--- config.mk ---
export PLATFORM = sky130hd
export DESIGN_NAME = countdown_timer
export DESIGN_NICKNAME = d
export VERILOG_FILES = /design/src/rtl/countdown_pkg.sv /design/src/rtl/countdown_timer_bin2bcd_99.sv /design/src/rtl/countdown_timer.sv
export SDC_FILE = /design/constraint.sdc
export NUM_CORES = 1
export LEC_CHECK = 0
export ABC_AREA = 1
export ABC_CLOCK_PERIOD_IN_PS = 2000
export CAP_MARGIN = 20
export CORE_MARGIN = 5
export CORE_UTILIZATION = 35
export CTS_CLUSTER_DIAMETER = 80
export DETAILED_ROUTE_END_ITERATION = 6
export PLACE_DENSITY = 0.67
export SLEW_MARGIN = 20
export SYNTH_ARGS = -nofsm -noshare
export SYNTH_HDL_FRONTEND = slang
export SYNTH_SLANG_ARGS = --single-unit
--- constraint.sdc ---
create_clock -name clk_1Hz -period 2 [get_ports clk_1Hz]
set_input_delay 0.4 -clock clk_1Hz [delete_from_list [all_inputs] [get_ports clk_1Hz]]
set_output_delay 0.4 -clock clk_1Hz [all_outputs]
set_load 0.03 [all_outputs]
--- src/rtl/countdown_pkg.sv ---
// countdown_pkg: shared types and constants for the countdown timer.
//   state_t          - controller state (IDLE, RUN, PAUSE, EXPIRED), 2-bit encoding
//   MAX_LOAD_DEFAULT - default saturation limit for loaded values (keeps BCD at two digits)
//   BCD_NINE         - ones-digit value after a borrow in the BCD decrement
package countdown_pkg;

    typedef enum logic [1:0] {
        IDLE    = 2'd0,
        RUN     = 2'd1,
        PAUSE   = 2'd2,
        EXPIRED = 2'd3
    } state_t;

    localparam int         MAX_LOAD_DEFAULT = 99;
    localparam logic [3:0] BCD_NINE         = 4'd9;

endpackage

--- src/rtl/countdown_timer_bin2bcd_99.sv ---
// bin2bcd_99: combinational 7-bit binary to two-digit BCD for inputs 0..99.
//   bin  - binary value, expected in 0..99
//   tens - BCD tens digit
//   ones - BCD ones digit
// The tens digit is found by threshold compares rather than division; inputs
// above 99 are out of range and give no meaningful digits.
module bin2bcd_99 (
    input  logic [6:0] bin,
    output logic [3:0] tens,
    output logic [3:0] ones
);

    logic [3:0] t;

    always_comb begin
        t = 4'd0;
        for (int i = 1; i <= 9; i++) begin
            if (bin >= 7'(10 * i))
                t = 4'(i);
        end
        tens = t;
        ones = 4'(bin - 7'(10 * t));
    end

endmodule

--- src/rtl/countdown_timer.sv ---
// countdown_timer: loadable seconds down-counter on the 1 Hz domain.
//   clk_1Hz  - counting clock, all state on posedge
//   rst      - asynchronous active-high reset
//   load     - synchronous load strobe (highest priority)
//   load_val - value to load, saturated to MAX_LOAD
//   start    - begin / resume counting
//   pause    - freeze counting (wins over start)
//   count    - remaining seconds, binary
//   tens     - BCD tens digit of count
//   ones     - BCD ones digit of count
//   running  - high while counting
//   done     - one-cycle pulse after the edge where count goes 1 -> 0
//   expired  - high while halted at zero
// Binary and BCD views are updated together; the BCD view is converted only
// on load and otherwise decremented digit-wise, so count == 10*tens + ones
// holds after every edge.
import countdown_pkg::*;

module countdown_timer #(
    parameter int WIDTH    = 7,
    parameter int MAX_LOAD = MAX_LOAD_DEFAULT
) (
    input  logic             clk_1Hz,
    input  logic             rst,
    input  logic             load,
    input  logic [WIDTH-1:0] load_val,
    input  logic             start,
    input  logic             pause,
    output logic [WIDTH-1:0] count,
    output logic [3:0]       tens,
    output logic [3:0]       ones,
    output logic             running,
    output logic             done,
    output logic             expired
);

    state_t           state, state_nxt;
    logic [WIDTH-1:0] count_nxt;
    logic [3:0]       tens_nxt, ones_nxt;
    logic             done_nxt;

    logic [WIDTH-1:0] load_sat;
    logic [6:0]       load_bin;
    logic [3:0]       ld_tens, ld_ones;

    // Saturate first so the converter only ever sees 0..MAX_LOAD.
    assign load_sat = (load_val > WIDTH'(MAX_LOAD)) ? WIDTH'(MAX_LOAD) : load_val;
    assign load_bin = 7'(load_sat);

    bin2bcd_99 u_bin2bcd (
        .bin  (load_bin),
        .tens (ld_tens),
        .ones (ld_ones)
    );

    always_ff @(posedge clk_1Hz or posedge rst) begin
        if (rst) begin
            state <= IDLE;
            count <= '0;
            tens  <= 4'd0;
            ones  <= 4'd0;
            done  <= 1'b0;
        end else begin
            state <= state_nxt;
            count <= count_nxt;
            tens  <= tens_nxt;
            ones  <= ones_nxt;
            done  <= done_nxt;
        end
    end

    always_comb begin
        state_nxt = state;
        count_nxt = count;
        tens_nxt  = tens;
        ones_nxt  = ones;
        done_nxt  = 1'b0;

        if (load) begin
            state_nxt = IDLE;
            count_nxt = load_sat;
            tens_nxt  = ld_tens;
            ones_nxt  = ld_ones;
        end else begin
            case (state)
                IDLE: begin
                    // Starting from zero would expire instantly; stay put instead.
                    if (start && !pause && count != '0)
                        state_nxt = RUN;
                end
                RUN: begin
                    if (pause) begin
                        state_nxt = PAUSE;
                    end else if (count == '0) begin
                        // Unreachable in normal operation; never decrement through zero.
                        state_nxt = EXPIRED;
                    end else begin
                        count_nxt = count - WIDTH'(1);
                        if (ones == 4'd0) begin
                            ones_nxt = BCD_NINE;
                            tens_nxt = tens - 4'd1;
                        end else begin
                            ones_nxt = ones - 4'd1;
                        end
                        if (count == WIDTH'(1)) begin
                            state_nxt = EXPIRED;
                            done_nxt  = 1'b1;
                        end
                    end
                end
                PAUSE: begin
                    // Resume edge does not decrement; counting continues next edge.
                    if (start && !pause)
                        state_nxt = RUN;
                end
                EXPIRED: begin
                    state_nxt = EXPIRED;
                end
                default: begin
                    state_nxt = IDLE;
                end
            endcase
        end
    end

    assign running = (state == RUN);
    assign expired = (state == EXPIRED);

endmodule

; Word level (Yosys, flattened, before mapping)
; Cells that the tools add are included.
[totals]
ff_bits = 18
inputBits = 12
out_inout_bits = 18
elab_cells = 77
[op_classes]
add_sub_neg = 4
mul = 1
n_lt_le_gt_ge = 10
eq_ne = 9
n_mux = 36
reduce_logical = 12
[ops]
columns = op, count
row1 = $mux W4, 12
row2 = $mux W7, 5
row3 = $ge A7 B6 Y1 const B, 3
row4 = $ge A7 B7 Y1 const B, 3
row5 = $mux W2, 8
row6 = $ge A7 B5 Y1 const B, 2
row7 = $mux W3, 4
row8 = $pmux W2 S4, 1
row9 = $sub A4 B1 Y4 const B, 2
row10 = $eq A7 B1 Y1 const B, 1
row11 = $ge A7 B4 Y1 const B, 1
row12 = $gt A7 B7 Y1 const B, 1
row13 = $logic_not A7 Y1, 1
row14 = $reduce_bool A7 Y1, 1
row15 = $sub A7 B1 Y7 const B, 1
row16 = $mux W1, 6
row17 = $ne A3 B3 Y1 const B, 2
row18 = $reduce_and A3 Y1, 2
row19 = $ne A5 B3 Y1 const B, 1
row20 = $eq A2 B2 Y1 const B, 2
row21 = $logic_not A4 Y1, 1
row22 = $mul A3 B4 Y3 const A, 1
row23 = $ne A2 B2 Y1 const B, 2
row24 = $reduce_and A4 Y1, 1
row25 = other kinds (6), 8

; Longest topological paths before layout
[logic_depth]
depth_word = 15
ltp_mapped = 22
ltp_nobuf = 22

; Hierarchy
; A second synthesis with hierarchy kept.
[hier_totals]
cells_unflattened = 247
area_unflattened_um2 = 1584.0
[modules_own_cells]
columns = module, instances, cells_each, area_each_um2, seq_area_each_um2
row1 = countdown_timer, 1, 194, 1306.3, 450.4
row2 = bin2bcd_99, 1, 53, 277.8, 0.0

; Worst setup path after synthesis
; No wires, ideal clock.
[synth_timing]
path_kind = input-to-reg
start = input port load_val[4]
end = register ones[3]
setup_time_ps = 117
arrival_time_ps = 2487
required_time_ps = 1883
setup_slack_ps = -604
cell_stages = 20
path_buffers = 1
path_cell_list = clkbuf_2 nor2_1 a21oi_2 nor2_1 nor2_1 nand2_1 o21ai_1 nand2_1 nand2_2 nand2_4 ha_1 fa_1 xor2_1 inv_1 xor2_1 inv_1 nand3_1 nand3_2 nand2_1 nand2_1
[synth_between]
elab_chain_cells = 15
elab_cells_between_ends = 23
cone_classes = add/sub (1) / mul (1) / order compare (10) / mux (11)
[synth_lines]
columns = item, line
row1 = start: declaration, countdown_timer.sv:26  ; input logic [WIDTH-1:0] load_val,
row2 = $gt A7 B7 Y1, countdown_timer.sv:47  ; assign load_sat = (load_val > WIDTH'(MAX_LOAD)) ? WIDTH'(MAX_LOAD) : load_val;
row3 = $mux W7 (*), countdown_timer.sv:47
row4 = $ge A7 B4 Y1, countdown_timer_bin2bcd_99.sv:18  ; if (bin >= 7'(10 * i))
row5 = $mux W1, countdown_timer_bin2bcd_99.sv:18
row6 = $mux W2 (2 in series), countdown_timer_bin2bcd_99.sv:18
row7 = $mux W3 (4 in series), countdown_timer_bin2bcd_99.sv:18
row8 = $mux W4 (2 in series), countdown_timer_bin2bcd_99.sv:18
row9 = $mul A3 B4 Y3, countdown_timer_bin2bcd_99.sv:22  ; ones = 4'(bin - 7'(10 * t));
row10 = $sub A4 B4 Y4 (*), countdown_timer_bin2bcd_99.sv:22
row11 = $mux W4 (*), countdown_timer.sv:79  ; if (load) begin
row12 = end signal: assignment, countdown_timer.sv:67  ; ones <= ones_nxt;
row13 = end: declaration, countdown_timer.sv:31  ; output logic [3:0] ones,
; Every way passes the cells marked *; elsewhere a longest branch is shown, timed or not.
; A chain may end at the register's enable or synchronous reset.

; Worst setup path after layout
; Same ends and word-level chain as after synthesis.

==> results.py <==
metrics = {
    "power": {
        "p_switching_uw": 620,
        "pwr_density_cell_nw_per_um2": 737,
        "combPwrFrac": 0.497,
        "p_int_uw": 902,
        "vdd_drop_max_mv": 0.516,
        "pwr-share-seq": 0.335,
        "p_leak_nw": 0.987,
        "clkPwrFrac": 0.168,
        "power.share.switching": 0.407,
    },
    "timing": {
        "setup-tns-final_ns": -0.362,
        "timing.fmax_mhz": 423,
        "min_period_over_period": 1.18,
        "rsz0062_at_grt": "yes",
        "hold_viol": 0,
        "finalSetupViolCount": 1,
        "period_minus_slack_ns": 2.36,
        "worst_slack_ns": -0.362,
        "slew_viol_final": 0,
        "fin_skew_ns": 0.00259,
        "slew-limit-headroom": 0.786,
        "worst_pin_slew_ns": 0.320,
    },
    "clock_tree": {
        "numClockSinks": 18,
        "cts_tree": "yes",
        "htree_levels": 1,
        "worstSkewPairLatency_ns": 0.25,
        "cts_buffers": 3,
        "clkTransAtPathRegs_ns": 0.07,
        "cts_buffer_depth": 2,
        "clockRootBuffer": "clkbuf_8",
    },
    "synth": {
        "synthDistinctLibCells": 31,
        "ys_seq_area_frac": 0.322,
        "synth.net_count": 207,
        "netlist_instances": 189,
        "synth_area_per_cell_um2": 7.40,
        "syn_area_um2": 1400,
        "synth.ff_latch_count": 18,
        "yosys_warnings": 0,
    },
    "critical_path": {
        "critical_path_class": "primary input to register",
        "worstPathCellList": "buf_4 > buf_4 > nor2_4 > nand2_2 > nand2_1 > nand2_1 > nand2_1 > nand2_1 > nand2_1 > nand2_1 > nand2_2 > nand2_4 > ha_4 > fa_2 > xor2_1 > inv_1 > xor2_1 > inv_1 > nand3_2 > nand3_2 > nand2_1 > nand2_1",
        "critPathSlowestCell": "fa_2",
        "worstPathRequired_ns": 2.15,
        "critPathTopFamily": "simple AND/OR/NAND/NOR gates",
        "slowest_delay_ns": 0.32,
        "start_kind": "primary input",
        "end_kind": "register",
        "reg2reg_slack_ns": 0.22,
        "crit_arrival_ns": 2.51,
        "r2r_cells": 12,
        "cpMostUsedCell": "nand2_1",
        "crit_cells": 22,
        "cp_max_fo": 7,
        "cp_num_buf_inv": 4,
    },
    "route": {
        "wl_per_cell_um": 11.6,
        "wirelength_mm": 3.44,
        "drc": 0,
        "ant_nets": 0,
        "drt-initial-drc-count": 20,
        "avgViaCountPerCell": 4.73,
        "num_vias": 1401,
        "drtPass1Iterations": 4,
    },
    "hold_path": {
        "min_path_type": "primary input to async pin",
    },
    "placed_design": {
        "pre_cts_slack_ns": -1.20,
        "gp_congestion": 0.837,
        "placed_cells": 289,
        "dp_hpwl_mm": 2.71,
        "port_buffers": 29,
    },
    "job": {
        "maxCapViolCount": 0,
    },
    "final_layout": {
        "final_common_cell": "nand2_1",
        "antenna_cells": 0,
        "layout_common_cells": "36 x nand2_1, 29 x buf_4, 27 x inv_1",
        "syn2layout_area_growth_pct": 47.6,
        "fillCellCount": 369,
        "drive_gt1_frac": 0.268,
        "layout.nets": 266,
        "fin_util": 0.524,
        "stdcell_count": 296,
    },
    "die": {
        "die_w_um": 73.2,
        "start_util": 0.355,
        "placementRows": 23,
        "die_area_um2": 5360,
        "die_h_um": 73.2,
        "io_pins": 30,
        "core_um2": 3940,
    },
    "grt": {
        "antenna_found_initial": 0,
        "grt_pass1_vias": 1328,
        "grt_max_degree": 19,
        "grt_overflow": 0,
        "grt_use_total": 0.135,
        "grt_pass1_wl_mm": 5.84,
    },
    "outcome": {
        "status": "finished, violations left",
        "violations": "setup timing",
    },
}
-- through the flow --
| stage | hold slack, ns | power [mW] | cell area [um^2] |
|---|---|---|---|
| after floorplan | 0.339 | 0.960 | 1440 |
| after global placement | 0.510 | 1.24 | 1940 |
| after detailed placement | 0.509 | 1.25 | 1940 |
| after CTS | 0.472 | 1.54 | 2030 |
| after global routing | 0.510 | 1.63 | 2060 |
| final | 0.469 | 1.52 | 2060 |
-- cell type report --
cell class | instances | area, um^2 | share of cell area
Clock buffer | 3 | 41.3 | 0.0200
Tap cell | 50 | 62.6 | 0.0303
Timing Repair Buffer | 57 | 513 | 0.248
Multi-Input combinational cell | 137 | 878 | 0.425
Inverter | 31 | 119 | 0.0576
Sequential cell | 18 | 450 | 0.218
-- power by group through the flow --
| stage | registers (mW) | clock network [mW] | logic (mW) |
|---|---|---|---|
| 2_1_floorplan | 0.638 | 0 | 0.322 |
| 3_3_place_gp | 0.515 | 0 | 0.730 |
| 3_5_place_dp | 0.516 | 0 | 0.736 |
| 4_1_cts | 0.510 | 0.271 | 0.759 |
| 5_1_grt | 0.523 | 0.284 | 0.826 |
| 6_report | 0.509 | 0.256 | 0.756 |
-- final timing paths --
check,end,startpoint
min in group clk_1Hz,count[1],count[1]
worst min-delay path,tens[1],rst
max in group asynchronous,count[5],rst
worst max register to register,tens[0],count[0]
worst max-delay path,ones[3],load_val[4]
worst min register to register,count[1],count[1]
-- what timing repair did --
action                     in CTS  in global routing
setup buffers                   3                  1
hold buffers                    0                  0
setup endpoints to repair       5                  3
pin swaps                      13                 10
gates resized for setup        43                  8
-- metal layers --
layer / vias up / part of all wire / track usage / wire length (um)
met1: 636 / 0.47 / 0.186 / 1600
met2: 29 / 0.49 / 0.223 / 1670
met5: - / 0 / 0 / 0
met4: 0 / 0 / 0.0102 / 0
met3: 0 / 0.049 / 0.0331 / 168
li1: 736 / - / - / -
-- registers in the layout (all words and copies together) (netlist names) --
register / count
count: 7
state: 2
done: 1
tens: 4
ones: 4
-- synth_stat cells --
| master | n | area, um^2 |
|---|---|---|
| nor3_1 | 1 | 5.00 |
| nor2_1 | 19 | 71.3 |
| o21ai_0 | 19 | 95.1 |
| fa_1 | 1 | 20.0 |
| xor2_1 | 5 | 43.8 |
| nand2_4 | 2 | 22.5 |
| clkbuf_1 | 1 | 3.75 |
| inv_2 | 1 | 3.75 |
| o21a_1 | 2 | 15.0 |
| a32o_1 | 1 | 10.0 |
| buf_2 | 1 | 5.00 |
| dfrtp_1 | 18 | 450 |
| xnor2_1 | 3 | 26.3 |
| inv_1 | 29 | 109 |
| inv_4 | 1 | 6.26 |
| nor2_2 | 2 | 12.5 |
| o211ai_1 | 8 | 60.1 |
| a21oi_2 | 2 | 17.5 |
| nand2_2 | 5 | 31.3 |
| nor2_8 | 1 | 20.0 |
| nand3_1 | 7 | 35.0 |
| nand4_1 | 2 | 12.5 |
| nor2_4 | 1 | 11.3 |
| a21oi_1 | 4 | 20.0 |
| clkbuf_2 | 1 | 5.00 |
| ha_1 | 5 | 62.6 |
| nand2_1 | 37 | 139 |
| o221ai_1 | 4 | 35.0 |
| nand3_2 | 3 | 30.0 |
| o21ai_1 | 1 | 5.00 |
| a211oi_1 | 2 | 15.0 |
-- kinds of logic after synthesis --
kind of cell / synth area share
AO/OA/AOI/OAI: 0.195
XOR/XNOR: 0.0501
adder cells (fa/ha/maj): 0.0590
buffers and inverters: 0.0948
flip-flops: 0.322
AND/OR/NAND/NOR: 0.279
-- tightest hold or removal path: cells and delay by family --
family	cells	cell delay, ns
buf+inv	3	0.70
(Power assumes the default switching activity.)
